[src/rtl/jump_interrupt_controller_if.sv]
// Pipeline-side bundle for the jump/interrupt controller.
// The master is the pipeline (fetch/execute); the slave is the controller.
interface jump_interrupt_controller_if #(
  parameter int ADDR_W  = 16,
  parameter int NUM_IRQ = 4
) ();

  // Instruction and flag inputs coming from the pipeline
  logic [5:0]         op;
  logic [1:0]         flag_ex;
  logic [ADDR_W-1:0]  current_address;
  logic [ADDR_W-1:0]  jmp_address_pm;

  // Interrupt request side
  logic [NUM_IRQ-1:0] irq;
  logic [NUM_IRQ-1:0] irq_mask;
  logic               int_en;

  // Controller results
  logic [ADDR_W-1:0]  jmp_loc;
  logic               pc_mux_sel;
  logic [NUM_IRQ-1:0] irq_ack;
  logic               in_service;
  logic [1:0]         flag_restore;
  logic               flag_restore_valid;
  logic               stack_full;
  logic               ret_underflow;

  modport master (
    output op, flag_ex, current_address, jmp_address_pm,
           irq, irq_mask, int_en,
    input  jmp_loc, pc_mux_sel, irq_ack, in_service,
           flag_restore, flag_restore_valid, stack_full, ret_underflow
  );

  modport slave (
    input  op, flag_ex, current_address, jmp_address_pm,
           irq, irq_mask, int_en,
    output jmp_loc, pc_mux_sel, irq_ack, in_service,
           flag_restore, flag_restore_valid, stack_full, ret_underflow
  );

endinterface

[src/rtl/jump_interrupt_controller.sv]
// Jump/branch controller with prioritised, nested, vectored interrupts.
// Branches and RET resolve combinationally in RUN. An accepted interrupt
// spends one ENTRY cycle steering the PC to its vector while the current
// address, flags and priority are pushed onto a small return stack.
module jump_interrupt_controller #(
  parameter int                ADDR_W      = 16,
  parameter int                NUM_IRQ     = 4,
  parameter int                STACK_DEPTH = 4,
  parameter logic [ADDR_W-1:0] VEC_BASE    = ADDR_W'(16'hF000),
  parameter logic [ADDR_W-1:0] VEC_STRIDE  = ADDR_W'(16'h0010)
) (
  input logic                        clk,
  input logic                        reset,
  jump_interrupt_controller_if.slave bus
);

  localparam int IDX_W = (NUM_IRQ > 1) ? $clog2(NUM_IRQ) : 1;
  localparam int PTR_W = (STACK_DEPTH > 1) ? $clog2(STACK_DEPTH) : 1;
  localparam int SP_W  = PTR_W + 1;

  localparam logic [5:0] OP_JV  = 6'b011100;
  localparam logic [5:0] OP_JNV = 6'b011101;
  localparam logic [5:0] OP_JZ  = 6'b011110;
  localparam logic [5:0] OP_JNZ = 6'b011111;
  localparam logic [5:0] OP_JMP = 6'b011000;
  localparam logic [5:0] OP_RET = 6'b010000;

  typedef enum logic {
    RUN   = 1'b0,
    ENTRY = 1'b1
  } state_t;

  state_t state_q, state_d;

  logic [SP_W-1:0]    sp_q, sp_d;
  logic [IDX_W-1:0]   win_q, win_d;

  logic [ADDR_W-1:0]  stack_addr_q [STACK_DEPTH];
  logic [ADDR_W-1:0]  stack_addr_d [STACK_DEPTH];
  logic [1:0]         stack_flag_q [STACK_DEPTH];
  logic [1:0]         stack_flag_d [STACK_DEPTH];
  logic [IDX_W-1:0]   stack_prio_q [STACK_DEPTH];
  logic [IDX_W-1:0]   stack_prio_d [STACK_DEPTH];

  logic [NUM_IRQ-1:0] irq_ack_q, irq_ack_d;
  logic [1:0]         flag_restore_q, flag_restore_d;
  logic               flag_restore_valid_q, flag_restore_valid_d;
  logic               ret_underflow_q, ret_underflow_d;

  logic               is_jump;
  logic               is_ret;
  logic               is_ctrl;
  logic               taken;
  logic               flag_z;
  logic               flag_v;

  logic [NUM_IRQ-1:0] pend;
  logic [IDX_W-1:0]   pend_win;
  logic               accept;

  logic               stack_empty;
  logic               stack_is_full;
  logic [PTR_W-1:0]   top_idx;
  logic [PTR_W-1:0]   push_idx;

  logic [ADDR_W-1:0]  win_ext;
  logic [ADDR_W-1:0]  vec_addr;

  logic               pc_sel;
  logic [ADDR_W-1:0]  loc;

  assign flag_z = bus.flag_ex[1];
  assign flag_v = bus.flag_ex[0];

  assign stack_empty   = (sp_q == '0);
  assign stack_is_full = (sp_q == SP_W'(STACK_DEPTH));
  assign top_idx       = sp_q[PTR_W-1:0] - PTR_W'(1);
  assign push_idx      = sp_q[PTR_W-1:0];

  // Vector address of the latched winner, wrapping at the address width
  assign win_ext  = ADDR_W'(win_q);
  assign vec_addr = VEC_BASE + win_ext * VEC_STRIDE;

  // Opcode decode and branch condition using the live execute flags
  always_comb begin
    is_jump = 1'b0;
    is_ret  = 1'b0;
    taken   = 1'b0;
    unique case (bus.op)
      OP_JMP: begin
        is_jump = 1'b1;
        taken   = 1'b1;
      end
      OP_JV: begin
        is_jump = 1'b1;
        taken   = flag_v;
      end
      OP_JNV: begin
        is_jump = 1'b1;
        taken   = ~flag_v;
      end
      OP_JZ: begin
        is_jump = 1'b1;
        taken   = flag_z;
      end
      OP_JNZ: begin
        is_jump = 1'b1;
        taken   = ~flag_z;
      end
      OP_RET: begin
        is_ret = 1'b1;
      end
      default: begin
        is_jump = 1'b0;
      end
    endcase
    is_ctrl = is_jump | is_ret;
  end

  // Eligible requests and lowest-index winner among them
  always_comb begin
    pend     = bus.irq & ~bus.irq_mask & {NUM_IRQ{bus.int_en}};
    pend_win = '0;
    for (int i = NUM_IRQ - 1; i >= 0; i--) begin
      if (pend[i]) begin
        pend_win = IDX_W'(i);
      end
    end
  end

  // Acceptance needs a free stack slot and strict preemption of the top entry;
  // control ops own the cycle, so a pending interrupt simply waits for them
  always_comb begin
    accept = 1'b0;
    if ((state_q == RUN) && (pend != '0) && !is_ctrl && !stack_is_full) begin
      if (stack_empty || (pend_win < stack_prio_q[top_idx])) begin
        accept = 1'b1;
      end
    end
  end

  // Next-state, stack update and PC mux selection
  always_comb begin
    state_d              = state_q;
    sp_d                 = sp_q;
    win_d                = win_q;
    stack_addr_d         = stack_addr_q;
    stack_flag_d         = stack_flag_q;
    stack_prio_d         = stack_prio_q;
    irq_ack_d            = '0;
    flag_restore_d       = flag_restore_q;
    flag_restore_valid_d = 1'b0;
    ret_underflow_d      = 1'b0;
    pc_sel               = 1'b0;
    loc                  = '0;

    unique case (state_q)
      RUN: begin
        if (is_jump) begin
          if (taken) begin
            pc_sel = 1'b1;
            loc    = bus.jmp_address_pm;
          end
        end else if (is_ret) begin
          if (!stack_empty) begin
            pc_sel               = 1'b1;
            loc                  = stack_addr_q[top_idx];
            sp_d                 = sp_q - SP_W'(1);
            flag_restore_d       = stack_flag_q[top_idx];
            flag_restore_valid_d = 1'b1;
          end else begin
            ret_underflow_d = 1'b1;
          end
        end else if (accept) begin
          win_d   = pend_win;
          state_d = ENTRY;
        end
      end

      ENTRY: begin
        pc_sel                 = 1'b1;
        loc                    = vec_addr;
        stack_addr_d[push_idx] = bus.current_address;
        stack_flag_d[push_idx] = bus.flag_ex;
        stack_prio_d[push_idx] = win_q;
        sp_d                   = sp_q + SP_W'(1);
        irq_ack_d              = NUM_IRQ'(1) << win_q;
        state_d                = RUN;
      end

      default: begin
        state_d = RUN;
      end
    endcase
  end

  // State, stack and registered outputs; reset also aborts a pending entry
  always_ff @(posedge clk) begin
    if (reset) begin
      state_q              <= RUN;
      sp_q                 <= '0;
      win_q                <= '0;
      irq_ack_q            <= '0;
      flag_restore_q       <= '0;
      flag_restore_valid_q <= 1'b0;
      ret_underflow_q      <= 1'b0;
      for (int i = 0; i < STACK_DEPTH; i++) begin
        stack_addr_q[i] <= '0;
        stack_flag_q[i] <= '0;
        stack_prio_q[i] <= '0;
      end
    end else begin
      state_q              <= state_d;
      sp_q                 <= sp_d;
      win_q                <= win_d;
      irq_ack_q            <= irq_ack_d;
      flag_restore_q       <= flag_restore_d;
      flag_restore_valid_q <= flag_restore_valid_d;
      ret_underflow_q      <= ret_underflow_d;
      stack_addr_q         <= stack_addr_d;
      stack_flag_q         <= stack_flag_d;
      stack_prio_q         <= stack_prio_d;
    end
  end

  assign bus.pc_mux_sel         = reset ? 1'b0 : pc_sel;
  assign bus.jmp_loc            = reset ? '0 : loc;
  assign bus.in_service         = reset ? 1'b0 : !stack_empty;
  assign bus.stack_full         = reset ? 1'b0 : stack_is_full;
  assign bus.irq_ack            = irq_ack_q;
  assign bus.flag_restore       = flag_restore_q;
  assign bus.flag_restore_valid = flag_restore_valid_q;
  assign bus.ret_underflow      = ret_underflow_q;

endmodule

[src/flat_wrapper.sv]
// flat-port wrapper written by rule: the top's interface ports become plain ports
module jump_interrupt_controller_flat 
#(
  parameter int                ADDR_W      = 16,
  parameter int                NUM_IRQ     = 4,
  parameter int                STACK_DEPTH = 4,
  parameter logic [ADDR_W-1:0] VEC_BASE    = ADDR_W'(16'hF000),
  parameter logic [ADDR_W-1:0] VEC_STRIDE  = ADDR_W'(16'h0010)
)
  (clk, reset, bus_op, bus_flag_ex, bus_current_address, bus_jmp_address_pm, bus_irq, bus_irq_mask, bus_int_en, bus_jmp_loc, bus_pc_mux_sel, bus_irq_ack, bus_in_service, bus_flag_restore, bus_flag_restore_valid, bus_stack_full, bus_ret_underflow);
  jump_interrupt_controller_if #(.ADDR_W(ADDR_W), .NUM_IRQ(NUM_IRQ)) bus_i ();
  input logic clk;
  input logic reset;
  input wire logic [$bits(bus_i.op)-1:0] bus_op;
  input wire logic [$bits(bus_i.flag_ex)-1:0] bus_flag_ex;
  input wire logic [$bits(bus_i.current_address)-1:0] bus_current_address;
  input wire logic [$bits(bus_i.jmp_address_pm)-1:0] bus_jmp_address_pm;
  input wire logic [$bits(bus_i.irq)-1:0] bus_irq;
  input wire logic [$bits(bus_i.irq_mask)-1:0] bus_irq_mask;
  input wire logic [$bits(bus_i.int_en)-1:0] bus_int_en;
  output wire logic [$bits(bus_i.jmp_loc)-1:0] bus_jmp_loc;
  output wire logic [$bits(bus_i.pc_mux_sel)-1:0] bus_pc_mux_sel;
  output wire logic [$bits(bus_i.irq_ack)-1:0] bus_irq_ack;
  output wire logic [$bits(bus_i.in_service)-1:0] bus_in_service;
  output wire logic [$bits(bus_i.flag_restore)-1:0] bus_flag_restore;
  output wire logic [$bits(bus_i.flag_restore_valid)-1:0] bus_flag_restore_valid;
  output wire logic [$bits(bus_i.stack_full)-1:0] bus_stack_full;
  output wire logic [$bits(bus_i.ret_underflow)-1:0] bus_ret_underflow;
  assign bus_i.op = bus_op;
  assign bus_i.flag_ex = bus_flag_ex;
  assign bus_i.current_address = bus_current_address;
  assign bus_i.jmp_address_pm = bus_jmp_address_pm;
  assign bus_i.irq = bus_irq;
  assign bus_i.irq_mask = bus_irq_mask;
  assign bus_i.int_en = bus_int_en;
  assign bus_jmp_loc = bus_i.jmp_loc;
  assign bus_pc_mux_sel = bus_i.pc_mux_sel;
  assign bus_irq_ack = bus_i.irq_ack;
  assign bus_in_service = bus_i.in_service;
  assign bus_flag_restore = bus_i.flag_restore;
  assign bus_flag_restore_valid = bus_i.flag_restore_valid;
  assign bus_stack_full = bus_i.stack_full;
  assign bus_ret_underflow = bus_i.ret_underflow;
  jump_interrupt_controller #(.ADDR_W(ADDR_W), .NUM_IRQ(NUM_IRQ), .STACK_DEPTH(STACK_DEPTH), .VEC_BASE(VEC_BASE), .VEC_STRIDE(VEC_STRIDE)) u_core (.clk(clk), .reset(reset), .bus(bus_i));
endmodule
[config.mk]
export PLATFORM = sky130hd
export DESIGN_NAME = jump_interrupt_controller_flat
export DESIGN_NICKNAME = d
export VERILOG_FILES = /design/src/rtl/jump_interrupt_controller_if.sv /design/src/rtl/jump_interrupt_controller.sv /design/src/flat_wrapper.sv
export SDC_FILE = /design/constraint.sdc
export NUM_CORES = 1
export LEC_CHECK = 0
export ABC_AREA = 1
export BUFFER_PORTS_ARGS = -buffer_cell sky130_fd_sc_hd__buf_2
export CAP_MARGIN = 20
export CORE_AREA = 10 10 106 108
export CTS_CLUSTER_DIAMETER = 200
export DETAILED_ROUTE_END_ITERATION = 10
export DIE_AREA = 0 0 116 118
export GPL_TIMING_DRIVEN = 0
export HOLD_SLACK_MARGIN = 0.15
export PLACE_DENSITY = 0.71
export REMOVE_ABC_BUFFERS = 1
export SYNTH_ARGS = -nofsm -noshare
export SYNTH_HDL_FRONTEND = slang
export SYNTH_SLANG_ARGS = --single-unit
[constraint.sdc]
create_clock -name clk -period 2.9 [get_ports clk]
set_input_delay 0.145 -clock clk [delete_from_list [all_inputs] [get_ports clk]]
set_output_delay 0.145 -clock clk [all_outputs]
set_load 0.01 [all_outputs]
Word level (Yosys, flattened, before mapping)
Cells that the tools add are included.
- output and inout port bits: 27
- input bits: 51
- register bits after elaboration: 94
- equality and inequality tests: 10
- bitwise operators: 12
- add/sub/neg operators: 4
- muxes and demuxes: 48
- shift operators: 1
- reduce and logical (&&, ||, !) cells: 17
- magnitude comparators: 4
- operators by type and width (operator ; number):
    16-bit two-way mux ; 8
    64-bit bitwise mux ; 1
    6-bit by 5-bit equality test with 1-bit output, second input constant ; 6
    16-bit binary-select mux with 2-bit select ; 1
    16-bit demux with 2-bit select ; 1
    16-bit one-hot mux with 2 select lines ; 1
    2-bit two-way mux ; 9
    8-bit bitwise mux ; 2
    1-bit two-way mux ; 15
    13-bit by 7-bit adder with 14-bit output, first input constant ; 1
    3-bit two-way mux ; 3
    4-bit bitwise AND ; 2
    2-bit binary-select mux with 2-bit select ; 2
    4-bit AND reduction ; 2
    3-bit >= comparator, second input constant ; 2
    1-bit inverter ; 6
    2-bit inverter with 3-bit output ; 2
    3-bit one-hot mux with 2 select lines ; 1
    1-bit one-hot mux with 5 select lines ; 1
    5-bit OR reduction ; 1
    2-bit demux with 2-bit select ; 1
    1-bit logical AND ; 4
    2-bit inequality test, second input constant ; 2
    4-bit inverter ; 1
    other kinds (18) ; 21

Logic depth before layout (Yosys ltp)
- depth after elaboration: 15
- mapped depth: 17

Worst setup path before layout
Ideal clock, no wire load.
- path kind: register to register
- from: register u_core.sp_q[0]
- to: register u_core.win_q[0]
- arrival: 2528 ps
- clock period less this slack: 2641 ps
- setup slack: 259 ps
- data required time: 2787 ps
- cell stages (with the launch flop): 17
- path through: dfxtp_1 -> buf_2 -> inv_2 -> buf_4 -> buf_6 -> ha_1 -> inv_2 -> clkbuf_1 -> a21oi_1 -> a32o_1 -> ha_1 -> nand2_1 -> nand2_1 -> nand2_1 -> nand2_1 -> nor2_1 -> nor2_1
- longest elaborated chain between the ends: 10
- elaborated cells on any way between the ends: 14
- ends and longest elaborated chain (element ; line ; text):
    start: declaration ; jump_interrupt_controller.sv:35 ; logic [SP_W-1:0] sp_q, sp_d;
    start signal: assignment ; jump_interrupt_controller.sv:214 ; sp_q <= sp_d;
    2-bit by 1-bit subtractor with 2-bit output ; jump_interrupt_controller.sv:77 ; assign top_idx = sp_q[PTR_W-1:0] - PTR_W'(1);
    2-bit inverter with 3-bit output (not written as such) ; jump_interrupt_controller.sv:136 ; if (stack_empty || (pend_win < stack_prio_q[top_idx])) begin
    2-bit binary-select mux with 2-bit select ; jump_interrupt_controller.sv:136 ;
    2-bit two-way mux (not written as such) (2 in a row) ; jump_interrupt_controller.sv:136 ;
    2-bit less-than comparator ; jump_interrupt_controller.sv:136 ;
    1-bit logical OR ; jump_interrupt_controller.sv:136 ;
    1-bit two-way mux ; jump_interrupt_controller.sv:136 ;
    1-bit two-way mux (*) ; jump_interrupt_controller.sv:135 ; if ((state_q == RUN) && (pend != '0) && !is_ctrl && !stack_is_full) begin
    4-bit AND reduction (no line) (*) ; n/a ;
    end signal: assignment ; jump_interrupt_controller.sv:215 ; win_q <= win_d;
    end: declaration ; jump_interrupt_controller.sv:36 ; logic [IDX_W-1:0] win_q, win_d;
Mark *: on every way between the ends. The rest lies on a longest branch, timed or not. The select of a mux whose other input is x is not followed.
A chain may end at the register's enable or synchronous reset.

Worst setup path after layout
- from: register u_core.sp_q[0]
- to: output port bus_jmp_loc[15]
- longest elaborated chain between the ends: 10
- elaborated cells on any way between the ends: 11
- ends and longest elaborated chain (element ; line ; text):
    2-bit by 1-bit subtractor with 2-bit output ; jump_interrupt_controller.sv:77 ;
    2-bit inverter with 3-bit output (not written as such) ; jump_interrupt_controller.sv:167 ; loc = stack_addr_q[top_idx];
    16-bit binary-select mux with 2-bit select ; jump_interrupt_controller.sv:167 ;
    16-bit two-way mux (not written as such) (2 in a row) ; jump_interrupt_controller.sv:167 ;
    16-bit two-way mux (*) ; jump_interrupt_controller.sv:165 ; if (!stack_empty) begin
    16-bit two-way mux (*) ; jump_interrupt_controller.sv:164 ; end else if (is_ret) begin
    16-bit two-way mux (*) ; jump_interrupt_controller.sv:159 ; if (is_jump) begin
    16-bit one-hot mux with 2 select lines (*) ; jump_interrupt_controller.sv:157 ; unique case (state_q)
    16-bit two-way mux (*) ; jump_interrupt_controller.sv:227 ; assign bus.jmp_loc = reset ? '0 : loc;
    end: declaration ; flat_wrapper.sv:21 ; output wire logic [$bits(bus_i.jmp_loc)-1:0] bus_jmp_loc;
Marked as above.

==> summary.md <==
| Metric | Value |
|---|---|
| Outcome | `complete, no violations` |
| 1st-iter DRT viols | `313` |
| RSZ-0062 raised after global routing | `false` |
| Worst Tran Pin Value | `between 0.9 and 1 ns` |
| Die Wd | `approximately 120 um` |
| Final non-filler cell total | `~840` |
| Die area | `around 0.014 sq mm` |
| Synth async-reset ratio | `0%` |
| DP HPWL | `about 7.6 mm` |
| Vias in the first global route | `~4200` |
| Skew-Pair Late Insertion Delay | `0.36 ns` |
| Hold slack | `~0.21 ns` |
| Cell count after placement | `793` |
| Largest area contributor in the netlist | `dfxtp_1` |
| Syn avg cell area | `6.95 sq um` |
| Drt wl/cell | `between 15 and 20 um` |
| Max Clk Rate | `369 MHz` |
| Fin. Hold Viols | `0` |
| NetSw | `~0.9 mW` |
| Final net count | `780` |
| Hold WC Path Type | `input pin to flop` |
| TritonCTS clock tree | `yes` |
| Relative slew slack | `between 30% and 40%` |
| CP most frequent cell | `a21oi_1` |
| Final Skew | `between 0.01 and 0.015 ns` |
| Logic pwr share | `between 10% and 20%` |
| GRT Util Overall | `18.3%` |
| Vias per std cell | `between 5 and 6` |
| Final Cycle Share | `about 93%` |
| Buffers on Ports | `77` |
| Switching Share | `a little under a third` |
| Fillers | `840` |
| Clk sink count | `94` |
| Post-synth EDFFs | `0` |
| Syn Inst Count | `~640` |
| Synth cell count leaders | `nor2_1 (165), o21ai_0 (100), dfxtp_1 (94)` |
| Power per cell area | `533 mW/mm^2` |
| Htree depth | `3` |
| Root Buffer | `clkbuf_8` |
| CTS Buf Count | `9` |
| N_diodes | `0` |
| # Max-Cap Violations | `0` |
| Largest cells by area after synthesis | `dfxtp_1 (42%), nor2_1 (14%), o21ai_0 (11%), nand2_1 (7.4%), a21oi_1 (6.7%)` |
| Vias post-DR | `4474` |
| Largest net degree at the start of global routing | `between 90 and 100` |
| Initial Utilization | `roughly half` |
| CTS max path bufs | `2` |
| Endpoints failing setup | `0` |
| First drt pass iteration count | `5` |
| Max VDD drop | `roughly 0.29 mV` |
| Sequential power share | `between 40% and 50%` |
| Synth top area share | `42.1%` |
| Clk pwr share | `about a third` |
| Crit-path max FO | `40` |
| Gr ovfl total | `0` |
| First-pass GRT wire length | `a little over 20 mm` |
| Post-DRT Antenna Nets | `0` |
| Critical-path cell list | `inv_4 > ha_4 > inv_2 > o21ai_0 > o22ai_1 > a21oi_1 > a21oi_1 > buf_2` |
| Hold-critical path depth | `7` |
| CP endpoint kind | `output pin` |
| CP Class | `flop to output pin` |
| Pint | `around 2.0 mW` |
| Core ar. | `between 0.009 and 0.01 sq mm` |
| Rows | `35` |
| Fin util | `58.8%` |
| Layout cell share with drive strength beyond 1 | `about a fifth` |
| WP buf/inv | `3` |
| Crit path required time | `2.76 ns` |
| Leakage power | `approximately 2.2 nW` |
| Power Total | `roughly 2.9 mW` |
| Critical path's slowest cell | `dfxtp_4` |
| Startpoint class of the critical path | `flop` |
| Final WL | `~13 mm` |
| Clock slew at reported path FFs | `0.10 ns` |
| Top delay family on crit path | `buffers and inverters` |
| Cell area after synthesis | `~0.0045 sq mm` |
| Synth Warn # | `0` |
| Final min period | `2.71 ns` |
| Initial antenna violation count | `0` |
| DRC viols | `0` |
| Main flop type after synthesis | `dfxtp_1` |
| GP Congestion | `0.745` |
| Worst Reg-to-Reg Cells | `6` |
| Area growth, synth to finish | `19.9%` |
| I/O pin count | `78` |
| Crit path arrival time | `2.56 ns` |
| Yosys cell types | `34` |
| Max incr delay on CP | `0.44 ns` |
| Cell with the most instances after synthesis | `nor2_1` |
| Final Slew Violations | `0` |
| Register area share after synthesis | `roughly 42%` |
| Die height | `between 100 and 150 um` |
| Yosys reg bits | `94` |
| Critical path depth in cells | `8` |
## cells in the final DEF, fill, tap and decap left out, types with 3 or more instances in the layout
| cell type | instances |
|---|---|
| clkinv_4 | 3 |
| nor3_1 | 3 |
| o21ai_1 | 4 |
| clkinvlp_4 | 3 |
| inv_1 | 29 |
| nand2_2 | 13 |
| nor2_4 | 3 |
| a21oi_2 | 6 |
| dfxtp_1 | 93 |
| ha_1 | 4 |
| a31oi_1 | 3 |
| dlygate4sd3_1 | 21 |
| nor2_1 | 165 |
| clkbuf_8 | 11 |
| o22ai_1 | 4 |
| nand3_1 | 5 |
| a22oi_1 | 4 |
| buf_2 | 77 |
| a21oi_1 | 60 |
| inv_2 | 3 |
| o21ai_0 | 100 |
| buf_4 | 4 |
| nand2_1 | 87 |
## worst paths after layout
| path | startpoint | end | slack (ns) |
|---|---|---|---|
| worst max-delay path | u_core.sp_q[0] | bus_jmp_loc[15] | 0.19 |
| worst min-delay path | bus_irq_mask[0] | u_core.win_q[0] | 0.21 |
| worst max register to register | u_core.sp_q[0] | u_core.stack_prio_q[7] | 0.25 |
| worst min register to register | u_core.stack_flag_q[7] | u_core.stack_flag_q[7] | 0.46 |
## power groups by stage
stage / Clock [mW] / Sequential, mW / Combinational, mW
finish: 0.902 / 1.40 / 0.554
global route: 0.968 / 1.41 / 0.621
CTS: 0.911 / 1.41 / 0.528
detailed placement: 0 / 1.45 / 0.475
global placement: 0 / 1.44 / 0.464
floorplan: 0 / 1.43 / 0.311
## cell type report
| class | count | area [sq um] | area share (%) |
|---|---|---|---|
| clock buffer | 10 | 138 | 2.57 |
| clock inverter | 6 | 71.3 | 1.33 |
| inverter | 36 | 144 | 2.68 |
| multi-input combinational | 475 | 2260 | 42.3 |
| sequential | 94 | 1890 | 35.2 |
| tap | 111 | 139 | 2.59 |
| timing repair buffer | 107 | 718 | 13.4 |
## registers in the layout, indices dropped and copies added, names as in the netlist, 2 cells and up
name                     count
u_core.bus.irq_ack           4
u_core.stack_prio_q          8
u_core.sp_q                  3
u_core.stack_flag_q          8
u_core.bus.flag_restore      2
u_core.win_q                 2
u_core.stack_addr_q         64
## per-layer routing
metal,wire length (um),track usage [%]
met3,743,3.31
met4,158,5.56
met1,5580,23.3
met5,0,0
met2,6240,30.3
## logic make-up (layout without fill, tap and decap cells)
group | count (synthesis) | in the layout | share of synthesized area, %
adder cells (fa/ha/maj) | 6 | 6 | 1.85
flip-flops | 94 | 94 | 42.1
buffers and inverters | 74 | 159 | 7.56
AO/OA/AOI/OAI | 186 | 186 | 22.1
XOR/XNOR | 1 | 1 | 0.196
AND/OR/NAND/NOR | 282 | 282 | 26.2
## worst register-to-register path: cells and delay by family (launching register included)
kind / cells / cell delay [ns]
AOI/OAI and AO/OA: 2 / 0.35
adders and majority gates: 1 / 0.24
buffers and inverters: 2 / 0.76
DFF: 1 / 0.52
and+or+nand+nor: 1 / 0.67
## repair_timing
action | 4_1_cts | 5_1_grt
pin swaps | 0 | 2
buffers inserted | 1 | 7
gates resized for setup | 6 | 2
hold buffers | 21 | 0
setup endpoints to repair | 71 | 35
endpoints found under the hold margin | 73 | 0
## through the flow
stage / TNS (ns) / setup WS (ns) / area (sq um)
floorplan: -4.43 / -0.608 / 4270
global placement: -131.08 / -2.23 / 4790
detailed placement: -54.62 / -1.40 / 4790
CTS: 0 / 0.0217 / 5260
global route: 0 / 0.0268 / 5360
finish: 0 / 0.192 / 5360
(Power assumes the default switching activity.)
